<file path="src/rtl/alarm_pkg.sv">
// Shared definitions for the alarm system: the top-level state encoding
// (also decoded by the VGA display) and the countdown display limit.
package alarm_pkg;

   typedef enum logic [1:0] {
      IDLE      = 2'd0,
      ARMED     = 2'd1,
      TRIGGERED = 2'd2,
      ALERTING  = 2'd3
   } alarm_state_t;

   // Largest entry delay the two-digit seconds display can show.
   localparam int MAX_COUNTDOWN_S = 99;

endpackage

</file>
<file path="src/rtl/input_synchronizer.sv">
// Two-flop synchronizer for an asynchronous board input, followed by a
// previous-value register so a held button yields a single-cycle rise.
module input_synchronizer (
   input  logic clock,
   input  logic reset,
   input  logic raw,
   output logic level,
   output logic rise
);

   logic sync_1;
   logic sync_2;
   logic previous;

   // Metastability filter plus the history bit for edge detection.
   always_ff @(posedge clock or negedge reset) begin
      if (!reset) begin
         sync_1   <= 1'b0;
         sync_2   <= 1'b0;
         previous <= 1'b0;
      end else begin
         sync_1   <= raw;
         sync_2   <= sync_1;
         previous <= sync_2;
      end
   end

   assign level = sync_2;
   assign rise  = sync_2 & ~previous;

endmodule

</file>
<file path="src/rtl/alarm_controller.sv">
// Top-level alarm sequencer: synchronizes arm/disarm/sensor, runs the
// IDLE/ARMED/TRIGGERED/ALERTING state machine and the entry-delay countdown
// driven by a 1 Hz prescaler that only runs while TRIGGERED.
module alarm_controller
   import alarm_pkg::*;
#(
   parameter int CLOCK_HZ    = 50_000_000,
   parameter int COUNTDOWN_S = 30
) (
   input  logic       clock,
   input  logic       reset,
   input  logic       arm_request,
   input  logic       disarm_request,
   input  logic       sensor,
   output logic [1:0] system_state,
   output logic [7:0] timer,
   output logic       alarm
);

   // A 1-cycle prescaler would give a zero-width counter; keep at least one bit.
   localparam int PRESC_W = (CLOCK_HZ > 1) ? $clog2(CLOCK_HZ) : 1;
   localparam logic [PRESC_W-1:0] PRESC_LAST = PRESC_W'(CLOCK_HZ - 1);

   // Entry delay clamped to what the two-digit display can show.
   localparam int LOAD_INT = (COUNTDOWN_S > MAX_COUNTDOWN_S) ? MAX_COUNTDOWN_S :
                             (COUNTDOWN_S < 1)               ? 1 : COUNTDOWN_S;
   localparam logic [7:0] LOAD_S = 8'(LOAD_INT);

   logic arm_rise;
   logic arm_level_unused;
   logic disarm_rise;
   logic disarm_level_unused;
   logic sensor_level;
   logic sensor_rise_unused;

   input_synchronizer u_arm_sync (
      .clock (clock),
      .reset (reset),
      .raw   (arm_request),
      .level (arm_level_unused),
      .rise  (arm_rise)
   );

   input_synchronizer u_disarm_sync (
      .clock (clock),
      .reset (reset),
      .raw   (disarm_request),
      .level (disarm_level_unused),
      .rise  (disarm_rise)
   );

   input_synchronizer u_sensor_sync (
      .clock (clock),
      .reset (reset),
      .raw   (sensor),
      .level (sensor_level),
      .rise  (sensor_rise_unused)
   );

   alarm_state_t       state_q;
   alarm_state_t       state_d;
   logic [7:0]         timer_q;
   logic [7:0]         timer_d;
   logic [PRESC_W-1:0] presc_q;
   logic [PRESC_W-1:0] presc_d;
   logic               alarm_q;
   logic               alarm_d;
   logic               tick;

   assign tick = (state_q == TRIGGERED) && (presc_q == PRESC_LAST);

   // State, countdown, prescaler and alarm registers; reset drops straight to IDLE.
   always_ff @(posedge clock or negedge reset) begin
      if (!reset) begin
         state_q <= IDLE;
         timer_q <= 8'd0;
         presc_q <= '0;
         alarm_q <= 1'b0;
      end else begin
         state_q <= state_d;
         timer_q <= timer_d;
         presc_q <= presc_d;
         alarm_q <= alarm_d;
      end
   end

   // Next state: disarm wins over tick/sensor, which win over arm.
   always_comb begin
      state_d = state_q;
      timer_d = timer_q;
      presc_d = '0;
      case (state_q)
         IDLE: begin
            timer_d = 8'd0;
            if (arm_rise) begin
               state_d = ARMED;
            end
         end
         ARMED: begin
            timer_d = 8'd0;
            if (disarm_rise) begin
               state_d = IDLE;
            end else if (sensor_level) begin
               state_d = TRIGGERED;
               timer_d = LOAD_S;
            end
         end
         TRIGGERED: begin
            if (disarm_rise) begin
               state_d = IDLE;
               timer_d = 8'd0;
            end else if (tick) begin
               // Last second (or an already-empty counter) expires into the alert.
               if (timer_q > 8'd1) begin
                  timer_d = timer_q - 8'd1;
               end else begin
                  timer_d = 8'd0;
                  state_d = ALERTING;
               end
            end else begin
               presc_d = presc_q + 1'b1;
            end
         end
         ALERTING: begin
            timer_d = 8'd0;
            if (disarm_rise) begin
               state_d = IDLE;
            end
         end
         default: begin
            state_d = IDLE;
            timer_d = 8'd0;
         end
      endcase
      alarm_d = (state_d == ALERTING);
   end

   assign system_state = state_q;
   assign timer        = timer_q;
   assign alarm        = alarm_q;

endmodule

</file>
<file path="config.mk">
export PLATFORM = sky130hd
export DESIGN_NAME = alarm_controller
export DESIGN_NICKNAME = d
export VERILOG_FILES = /design/src/rtl/alarm_pkg.sv /design/src/rtl/input_synchronizer.sv /design/src/rtl/alarm_controller.sv
export SDC_FILE = /design/constraint.sdc
export NUM_CORES = 1
export LEC_CHECK = 0
export CAP_MARGIN = 25
export CORE_ASPECT_RATIO = 0.9
export CORE_MARGIN = 4
export CORE_UTILIZATION = 50
export DETAILED_ROUTE_END_ITERATION = 16
export PLACE_DENSITY = 0.69
export SLEW_MARGIN = 30
export SYNTH_ARGS = -nofsm -noshare
export SYNTH_HDL_FRONTEND = slang
export SYNTH_HIERARCHICAL = 1
export SYNTH_SLANG_ARGS = --single-unit
</file>
<file path="constraint.sdc">
create_clock -name clock -period 2.15 [get_ports clock]
set_clock_uncertainty 0.2 [all_clocks]
set_input_delay 0.3225 -clock clock [delete_from_list [all_inputs] [get_ports clock]]
set_output_delay 0.3225 -clock clock [all_outputs]
set_load 0.005 [all_outputs]
</file>
Yosys cells after proc, flatten, opt, wreduce, memory -nomap -nowiden
Cells that the tools add are included.
- register bits after elaboration: 45
- latch bits: 0
- RAM bits: 0
- bits in read-only memories: 0
- bits of input ports: 5
- logic and storage cells: 45
- memories: 0
- add/subtract/negate cells: 2
- multipliers: 0
- div/mod/pow operators: 0
- order comparisons: 1
- equal/unequal tests: 6
- shift operators: 0
- mux-type cells: 17
- bitwise logic cells: 4
- reduce and logical (&&, ||, !) cells: 3
- operators with widths (operator ; number):
    $mux W26 ; 3
    $add A26 B1 Y26 const B ; 1
    $eq A26 B26 Y1 const B ; 1
    $mux W8 ; 3
    $pmux W8 S3 ; 1
    $mux W2 ; 7
    $mux W5 ; 2
    $gt A8 B1 Y1 const B ; 1
    $pmux W2 S4 ; 1
    $sub A8 B1 Y8 const B ; 1
    $eq A2 B2 Y1 const B ; 3
    $ne A3 B3 Y1 const B ; 1
    $and A1 B1 Y1 ; 2
    $eq A2 B1 Y1 const B ; 1
    $logic_not A2 Y1 ; 1
    $not A1 Y1 ; 2
    $reduce_or A2 Y1 ; 1
    $logic_and A1 B1 Y1 ; 1

Logic depth before layout (Yosys ltp)
- word-level depth: 6
- gate-level depth with buffers: 7
- depth with buffers taken out: 7

Hierarchy
The synthesis kept the hierarchy.
- by module, submodules not included (module ; times used ; cells each ; area each (µm²)):
    alarm_controller ; 1 ; 207 ; 2026.9
    input_synchronizer ; 3 ; 4 ; 88.8

Worst setup path before layout
Ideal clock, no wire load.
- path type: register -> register
- start: register timer_q[0], in the netlist timer[0]
- end: register timer_q[3], in the netlist timer[3]
- arrival: 1.719 ns
- data required time: 1.873 ns
- path slack: 0.153 ns
- stages on the path, launching flop included: 8
- buffers on the path: 0
- clock period less this slack: 1.997 ns
- cell sequence: dfrtp_1 > inv_1 > ha_1 > or2_2 > a31oi_4 > a21oi_1 > a311o_1 > a21oi_1
- word-level cells in the longest chain between the ends: 5
- elaborated cells on any way between the ends: 6
- those cells by class: add/sub: 1; order compare: 1; mux: 4
- RTL lines (what ; RTL line ; RTL):
    start: declaration ; alarm_controller.sv:62 ; logic [7:0] timer_q;
    start signal: assignment ; alarm_controller.sv:81 ; timer_q <= timer_d;
    $sub A8 B1 Y8 / $gt A8 B1 Y1 (equally long branches) ; alarm_controller.sv:115, alarm_controller.sv:114 ;
    $mux W8 (*) ; alarm_controller.sv:114 ; if (timer_q > 8'd1) begin
    $mux W8 (*) ; alarm_controller.sv:112 ; end else if (tick) begin
    $mux W8 (*) ; alarm_controller.sv:109 ; if (disarm_rise) begin
    $pmux W8 S3 (*) ; alarm_controller.sv:92 ; case (state_q)
Mark *: on every way between the ends. The rest lies on a longest branch, timed or not. The select of a mux whose other input is x is not followed.
A chain may end at the register's enable or synchronous reset.

Worst setup path after layout
Ends and elaborated chain as after synthesis.

==> results.sh <==
export IMPL_clkPwrFrac=0.281
export IMPL_critPathMaxFanout=4
export IMPL_via_count=1703
export IMPL_max_slew_margin_rel=0.5942
export IMPL_r2r_setup_slack_ps=120
export IMPL_ant_nets=0
export IMPL_die_w_um=78.79
export IMPL_startpoint_type="flip-flop"
export IMPL_clkTransAtPathRegs_ps=80
export IMPL_drt_iter0_markers=131
export IMPL_reg2reg_from="timer[0]"
export IMPL_grt_setup_unrepaired="no"
export IMPL_place_detailed_instances=305
export IMPL_clock_sinks=45
export IMPL_worst_pin_slew_ps=608.7
export IMPL_power_share_switching=0.2983
export IMPL_core_area_um2=4212
export IMPL_grt_usage=0.1780
export IMPL_dieHeight_um=71.71
export IMPL_p_seq_frac=0.487
export IMPL_drive_gt1_frac=0.1776
export IMPL_cts_tree="built"
export IMPL_fillCellCount=326
export IMPL_ioPinCount=16
export IMPL_drv_slew=0
export IMPL_fmax_mhz=492.8
export IMPL_p_leak_nw=1.195
export IMPL_dr_pass1_iters=4
export IMPL_wl_per_cell_um=14.09
export IMPL_gp_congestion=0.8477
export IMPL_route_detailed_drc=0
export IMPL_power_switching_w=0.0005770
export IMPL_clock_latency_ps=300
export IMPL_p_comb_frac=0.232
export IMPL_setup_viol=0
export IMPL_cp_endpoint="timer[3]"
export IMPL_regToRegEndpoint="timer[3]"
export IMPL_cts_htree_levels=2
export IMPL_hold_class="reg2reg"
export IMPL_clock_path_buffers=2
export IMPL_grt_start_max_net_pins=27
export IMPL_grt_pass1_vias=1650
export IMPL_via_per_inst=5.339
export IMPL_ir_worst_vdd_uv=434.6
export IMPL_critical_path_arrival_ps=2060
export IMPL_wirelength_um=4495
export IMPL_grt_pass1_wl_um=7900
export IMPL_internal_power_w=0.001357
export IMPL_p_total_w=0.001934
export IMPL_crit_type="reg2reg"
export IMPL_insertedDiodeCount=0
export IMPL_fin_cells=319
export IMPL_cts_buffers=5
export IMPL_root_buffer="clkbuf_8"
export IMPL_initial_utilization=0.5354
export IMPL_dp_hpwl_um=3225
export IMPL_hold_viol_final=0
export IMPL_power_density_nw_per_um2=708.4
export IMPL_cp_startpoint="timer[0]"
export IMPL_dieArea_um2=5649
export IMPL_avgSynthCellArea_um2=10.39
export IMPL_worstPathRequired_ps=2180
export IMPL_status="completed"
export IMPL_end_kind="flip-flop"
export IMPL_numPortBuffers=15
export IMPL_min_period_over_period=0.9438
export IMPL_synthCells=217
export IMPL_fin_crit_ps=2029
export IMPL_synth_net_count=225
export IMPL_overflow=0
export IMPL_ys_warn_count=6
export IMPL_row_count=22
export IMPL_antenna_found_initial=0
export IMPL_synth_area_um2=2255
export IMPL_reg2reg_depth=7
export IMPL_syn_to_final_growth_pct=21.09
export IMPL_tns_ps=0
export IMPL_fin_nets=266
export IMPL_maxCapViolations=0
[critical path, stage by stage, from the launching register on]
cell and delay [ps]:
dfrtp_1 390, inv_1 90, ha_1 210, or2_2 320
a31oi_4 210, a21oi_1 90, a311o_1 310, a21oi_1 130
[worst min path at each step]
stage | start | endpoint | slack (ps) | depth (start not counted)
3_5_place_dp | u_arm_sync/sync_1 | u_arm_sync/level | 140 | 0
6_report | u_disarm_sync/sync_1 | u_disarm_sync/level | 160 | 0
4_1_cts | u_arm_sync/sync_1 | u_arm_sync/level | 160 | 0
3_3_place_gp | u_sensor_sync/sync_1 | u_sensor_sync/level | 130 | 0
2_1_floorplan | reset | alarm | -170 | 0
5_1_grt | u_disarm_sync/sync_1 | u_disarm_sync/level | 170 | 0
[flip-flops by register name, summed over array words and instances (netlist names)]
register and count:
u_arm_sync/level 1, presc_q 26, u_arm_sync/previous 1, timer 8, u_sensor_sync/level 1, u_disarm_sync/sync_1 1
u_disarm_sync/level 1, u_disarm_sync/previous 1, u_sensor_sync/sync_1 1, u_arm_sync/sync_1 1, system_state 2, alarm 1
[per-layer routing]
layer,part of all wire,up-vias,global-route usage
li1,-,847,-
met1,0.52,821,0.2652
met4,0.013,0,0.06408
met5,0,-,0
met3,0.034,5,0.03392
met2,0.44,30,0.2582
[through the flow]
stage / hold WS (ps) / util / instance area [um^2] / worst slack, ps
finish: 157.2 / 0.6482 / 2730 / 120.9
global route: 173.7 / 0.6482 / 2730 / 2.905
CTS: 160.8 / 0.6364 / 2680 / 56.04
detailed placement: 141.8 / 0.6111 / 2574 / 86.43
global placement: 132.4 / 0.6111 / 2574 / 128.9
floorplan: -173.1 / - / 2255 / 153.3
[cell type report]
type	count	area, um^2	share of cell area
Clock buffer	6	82.58	0.03025
Tap cell	60	75.07	0.02750
Sequential cell	45	1126	0.4125
Timing Repair Buffer	38	320.3	0.1173
Clock inverter	2	13.76	0.005041
Multi-Input combinational cell	159	1079	0.3950
Inverter	9	33.78	0.01237
[power groups by stage]
stage                     combinational [W]  sequential (W)  clock [W]
after floorplan                    0.000255        0.000952          0
after global placement             0.000441        0.000958          0
after detailed placement           0.000444        0.000959          0
after CTS                          0.000449        0.000942   0.000566
after global routing               0.000491        0.000952   0.000603
final                              0.000449        0.000943   0.000543
[placed cells by master (no fill, tap or decap), types with 2 or more instances in the layout]
| cell | instances |
|---|---|
| nand4_1 | 13 |
| dfrtp_1 | 45 |
| clkbuf_8 | 6 |
| o21ai_0 | 2 |
| ha_1 | 3 |
| xor2_1 | 19 |
| a21oi_1 | 7 |
| or2_2 | 2 |
| and4_1 | 5 |
| clkdlybuf4s50_1 | 14 |
| nand2_1 | 10 |
| and3_1 | 2 |
| nor2b_1 | 2 |
| nor4_4 | 2 |
| nor2b_4 | 2 |
| nand3_1 | 12 |
| inv_1 | 9 |
| buf_4 | 22 |
| and2_1 | 2 |
| a31o_2 | 2 |
| nor4_1 | 2 |
| xnor2_1 | 5 |
| nor2_1 | 43 |
[repair_timing]
item,4_1_cts,5_1_grt
endpoints found under the hold margin,24,0
endpoints found under the setup margin,0,7
resized for setup,0,2
setup buffers,0,5
hold buffers,1,0
Note: power is estimated with default switching activity, not from simulation.
==> patch 1: new RTL, config.mk and constraints unchanged <==
Change the parameter `CLOCK_HZ` from 50_000_000 to 25_000_000.
--- a/src/rtl/alarm_controller.sv
+++ b/src/rtl/alarm_controller.sv
@@ -4,7 +4,7 @@
 module alarm_controller
    import alarm_pkg::*;
 #(
-   parameter int CLOCK_HZ    = 50_000_000,
+   parameter int CLOCK_HZ    = 25_000_000,
    parameter int COUNTDOWN_S = 30
 ) (
    input  logic       clock,
Formal check against the unedited RTL: no difference found for any inputs over 10 cycles, from zero or initial values and one cycle with reset low; that may be too few to reach the edited logic, so the function may still have changed.
==> patch 1 against the original RTL <==
Total power rose by 8.5%. Setup slack worse by 120 ps. Cell area is 2.6% higher. Largest power group unchanged. Critical path type unchanged. Sequential cell count fell by 1. Area after synthesis fell by 6.9%. Clock power up 21%. Wire length up 7.6%.
==> patch 1: results (changes against the original RTL) <==
Routing
  – Pre-Repair DR Iteration Count: 4 (unchanged)
  – DR WL/cell: 14.93 um (was 14.09 um)
  – Vias per Instance: 5.611 (was 5.339)
  – Metal-1 WL: 2118 um (was 2323 um)
  – Met3 routed WL: 311 um (was 151 um)
  – Detail Route met2 WL: 2325 um (was 1962 um)
  – Iteration-0 DRC Markers: 127 (was 131)

Clock tree
  – Max Root-Sink Buffers: 2 (unchanged)
  – # resized after CTS: 2 (was 0)
  – Clk slew on worst S/H paths: 90 ps
  – Setup bufs post-CTS: 4 (was 0)
  – Post-CTS Hold Fix Bufs: 1 (unchanged)
  – Root buffer cell: clkbuf_8 (unchanged)
  – Htree depth: 2 (unchanged)

Outcome
  – Status: finished clean (unchanged)

Placed design
  – Pre-CTS WS: -76.32 ps (was 86.43 ps)
  – DP Wirelength: 3321 um (was 3225 um)
  – Routability Congestion: 0.8924 (was 0.8477)
  – Placed cell area: 2564 um^2 (was 2574 um^2)

Global route
  – Largest net degree at the start of global routing: 25 (was 27)
  – GRT met3 Usage: 0.04935 (was 0.03392)
  – GR Util All Layers: 0.1941 (was 0.1780)
  – First-pass GRT wire length: 8286 um (was 7900 um)
  – Met2 GRT Util: 0.3024 (was 0.2582)
  – Vias in the first global route: 1,807 (was 1,650)
  – Met1 GRT Util: 0.2544 (was 0.2652)

Power
  – Leakage: 0.001212 uW (was 0.001195 uW)
  – Max VDD drop: 452.2 uV (was 434.6 uV)

Setup path
  – R2r startpoint: presc_q[5] (was timer[0])
  – Max FO, Critical Path: 3 (was 4)
  – CP Capture Point: timer[5] (was timer[3])
  – CP startpoint kind: flip-flop (unchanged)
  – Reg2Reg Setup Slack: 0.2 ps (was 120 ps)
  – Crit path max-delay cell type: or4_4 (was dfrtp_1)
  – Max incr delay on CP: 560 ps (was 390 ps)
  – Worst r2r path cells: 5 (was 7)
  – CP Data Arrival Time: 2200 ps (was 2060 ps)

Timing
  – Final Critical Period: 2150 ps (was 2029 ps)
  – Slew Viols, Final: 0 (unchanged)
  – Worst-margin pin slew: 495.2 ps (was 608.7 ps)

Layout
  – Fill count: 311 (was 326)
  – Max reg flops: 25 (was 26)
  – Fraction of final layout cells sized beyond drive strength 1: 0.2428 (was 0.1776)
  – Final net count: 283 (was 266)
  – Diodes inserted: 0 (unchanged)

Yosys
  – Syn nets: 222 (was 225)

Hold path
  – Hold Crit Endpoint: u_disarm_sync/level (unchanged)
  – Hold path depth: 0 (unchanged)
  – Min-delay src: u_disarm_sync/sync_1 (unchanged)
  – Min-delay worst type: flip-flop to flip-flop (unchanged)
==> patch 1: critical path: cells and delay by family (launching register included) <==
kind / cells / cell delay [ps]
compound gates: 1 / 120
simple gates: 4 / 1360
flops: 1 / 410
==> patch 1: where the power goes <==
group | internal [uW] | switching, uW | leakage, uW
registers | 871 | 40.1 | 0.000591
clock network | 350 | 309 | 0.0000548
logic | 248 | 282 | 0.000567
==> patch 1: stage by stage <==
stage	util	instances	hold slack, ps
floorplan	-	214	-173.1
global placement	0.6293	308	123.2
detailed placement	0.6293	308	120.6
CTS	0.6701	321	158.5
global route	0.6877	324	165.8
finish	0.6877	324	156.9
==> patch 1: final cells by class <==
class,instances,area share
tap,48,0.02144
sequential,44,0.3930
clock buffer,5,0.02456
inverter,7,0.009379
timing repair buffer,58,0.1764
clock inverter,3,0.01653
multi-input combinational,159,0.3586
==> patch 2: new RTL, same settings <==
Made on the original files. Remove the register `alarm_q`: a continuous assignment takes its place, so the output `alarm` follows one clock earlier.
--- a/src/rtl/alarm_controller.sv
+++ b/src/rtl/alarm_controller.sv
@@ -75,14 +75,14 @@
          state_q <= IDLE;
          timer_q <= 8'd0;
          presc_q <= '0;
-         alarm_q <= 1'b0;
       end else begin
          state_q <= state_d;
          timer_q <= timer_d;
          presc_q <= presc_d;
-         alarm_q <= alarm_d;
       end
    end
+
+   assign alarm_q = alarm_d;
 
    // Next state: disarm wins over tick/sensor, which win over arm.
    always_comb begin
Function: no difference found for any inputs over 10 cycles, from zero or initial values and one cycle with reset low; that may be too few to reach the edited logic, so the function may still have changed.
==> patch 2 against the original RTL <==
The flow now finishes with violations (negative setup slack). Final cell count up 11%. Wire length grew 10%. Area after synthesis is 1.1% lower. Die area down 0.99%. Sequential cell count decreased by 1. Highest routed layer unchanged. Setup slack worse by 240 ps. Total power increased by 8.0%. Clock power rose by 18%. Sequential share of layout area decreased by 5.0 points. Cell area increased by 11%. Global-route usage rose by 0.97 points.
==> patch 2: results (changes against the original RTL) <==
Hold path
  – Min-delay worst type: flip-flop to flip-flop (unchanged)
  – Hold path depth: 0 (unchanged)

Power
  – Sequential share of power: 0.430 (was 0.487)
  – Leakage: 0.001384 uW (was 0.001195 uW)
  – Max VDD drop: 635.1 uV (was 434.6 uV)
  – Combinational power share: 0.264 (was 0.232)
  – Power Dens Cells: 687.8 nW/um^2 (was 708.4 nW/um^2)
  – Internal power: 1481 uW (was 1357 uW)

Clock tree
  – Root buffer cell: clkbuf_8 (unchanged)
  – Htree depth: 2 (unchanged)
  – Insertion delay to the later sink of the worst-skew pair: 300 ps (about the same)
  – Max Root-Sink Buffers: 2 (unchanged)
  – Clk slew on worst S/H paths: 90 ps

Routing
  – Final wirelength: 4947 um (was 4495 um)
  – Vias per Instance: 5.224 (was 5.339)
  – Pre-Repair DR Iteration Count: 4 (unchanged)
  – Iteration-0 DRC Markers: 161 (was 131)

Placed design
  – Placed cell count: 340 (was 305)
  – Placed cell area: 2831 um^2 (was 2574 um^2)
  – Pre-CTS WS: -330.7 ps (was 86.43 ps)
  – Routability Congestion: 0.8581 (was 0.8477)
  – DP Wirelength: 3545 um (was 3225 um)

Yosys
  – Synth warn: 6 (unchanged)
  – Mapped Cells: 216 (was 217)

Timing
  – Endpoints failing setup: 1 (was 0)
  – Final WS setup: -117.7 ps (was 120.9 ps)
  – Worst-margin pin slew: 529.3 ps (was 608.7 ps)
  – Fin. Hold Viols: 0 (unchanged)
  – TNS Setup: -117.7 ps (was 0 ps)

Outcome
  – Failing checks: negative setup slack
  – Status: complete, but fails checks (was finished clean)

Layout
  – Sequential cell count: 44 (was 45)
  – Multi-In Gates: 159 (unchanged)
  – Area occupied by multi-input gates: 1110 um^2 (was 1079 um^2)
  – Biggest register: presc_q (unchanged)
  – Non-clock buffer share of cell area: 0.1981 (was 0.1173)
  – Diodes inserted: 0 (unchanged)
  – Nonclk buf count: 73 (was 38)
  – Non-Filler Instances: 353 (was 319)
  – Fraction of final layout cells sized beyond drive strength 1: 0.2935 (was 0.1776)
  – Clk cell area share: 0.03830 (was 0.03529)
  – Core Util, Final: 0.7261 (was 0.6482)
  – Fill count: 300 (was 326)
  – Register Area: 1101 um^2 (was 1126 um^2)
  – Final net count: 300 (was 266)

Global route
  – Antenna violations before repair: 0 (unchanged)
  – First-pass GRT wire length: 8342 um (was 7900 um)
  – Largest net degree at the start of global routing: 24 (was 27)
  – Vias in the first global route: 1,823 (was 1,650)
  – GR Util All Layers: 0.1878 (was 0.1780)

Setup path
  – Kind of cell adding the most delay to the critical path: simple AND/OR/NAND/NOR gates (was compound AO/OA/AOI/OAI gates)
  – Max incr delay on CP: 400 ps
  – Max FO, Critical Path: 2 (was 4)
  – CP startpoint kind: flip-flop (unchanged)
  – Worst r2r path cells: 9 (was 7)
  – CP Data Arrival Time: 1750 ps (was 2060 ps)
  – Crit path max-delay cell type: dfrtp_1 (unchanged)

Die
  – Core area: 4184 um^2 (was 4212 um^2)
patch 2: layer usage:
metal	GRT usage	up-vias	routed length, um
li1	-	909	-
met1	0.2609	893	2352
met2	0.3042	37	2350
met3	0.03518	5	202
met4	0.05049	0	41
met5	0	-	0
patch 2: final timing paths:
| path | slack [ps] | from | endpoint |
|---|---|---|---|
| max in group asynchronous | 910 | reset | presc_q[8] |
| min in group asynchronous | 330 | reset | presc_q[23] |
| worst min register to register | 150 | u_arm_sync/sync_1 | u_arm_sync/level |
| worst max-delay path | -120 | presc_q[18] | alarm |
| worst min-delay path | 150 | u_arm_sync/sync_1 | u_arm_sync/level |
| worst max register to register | 70 | presc_q[0] | timer[3] |
patch 2: what timing repair did:
item                                   in CTS  in global routing
pin swaps                                   4                  4
endpoints found under the hold margin      21                  0
resized for setup                          10                  5
cloned                                      0                  0
hold buffers                                1                  0
buffers inserted                            3                  2
setup endpoints to repair                   2                 27
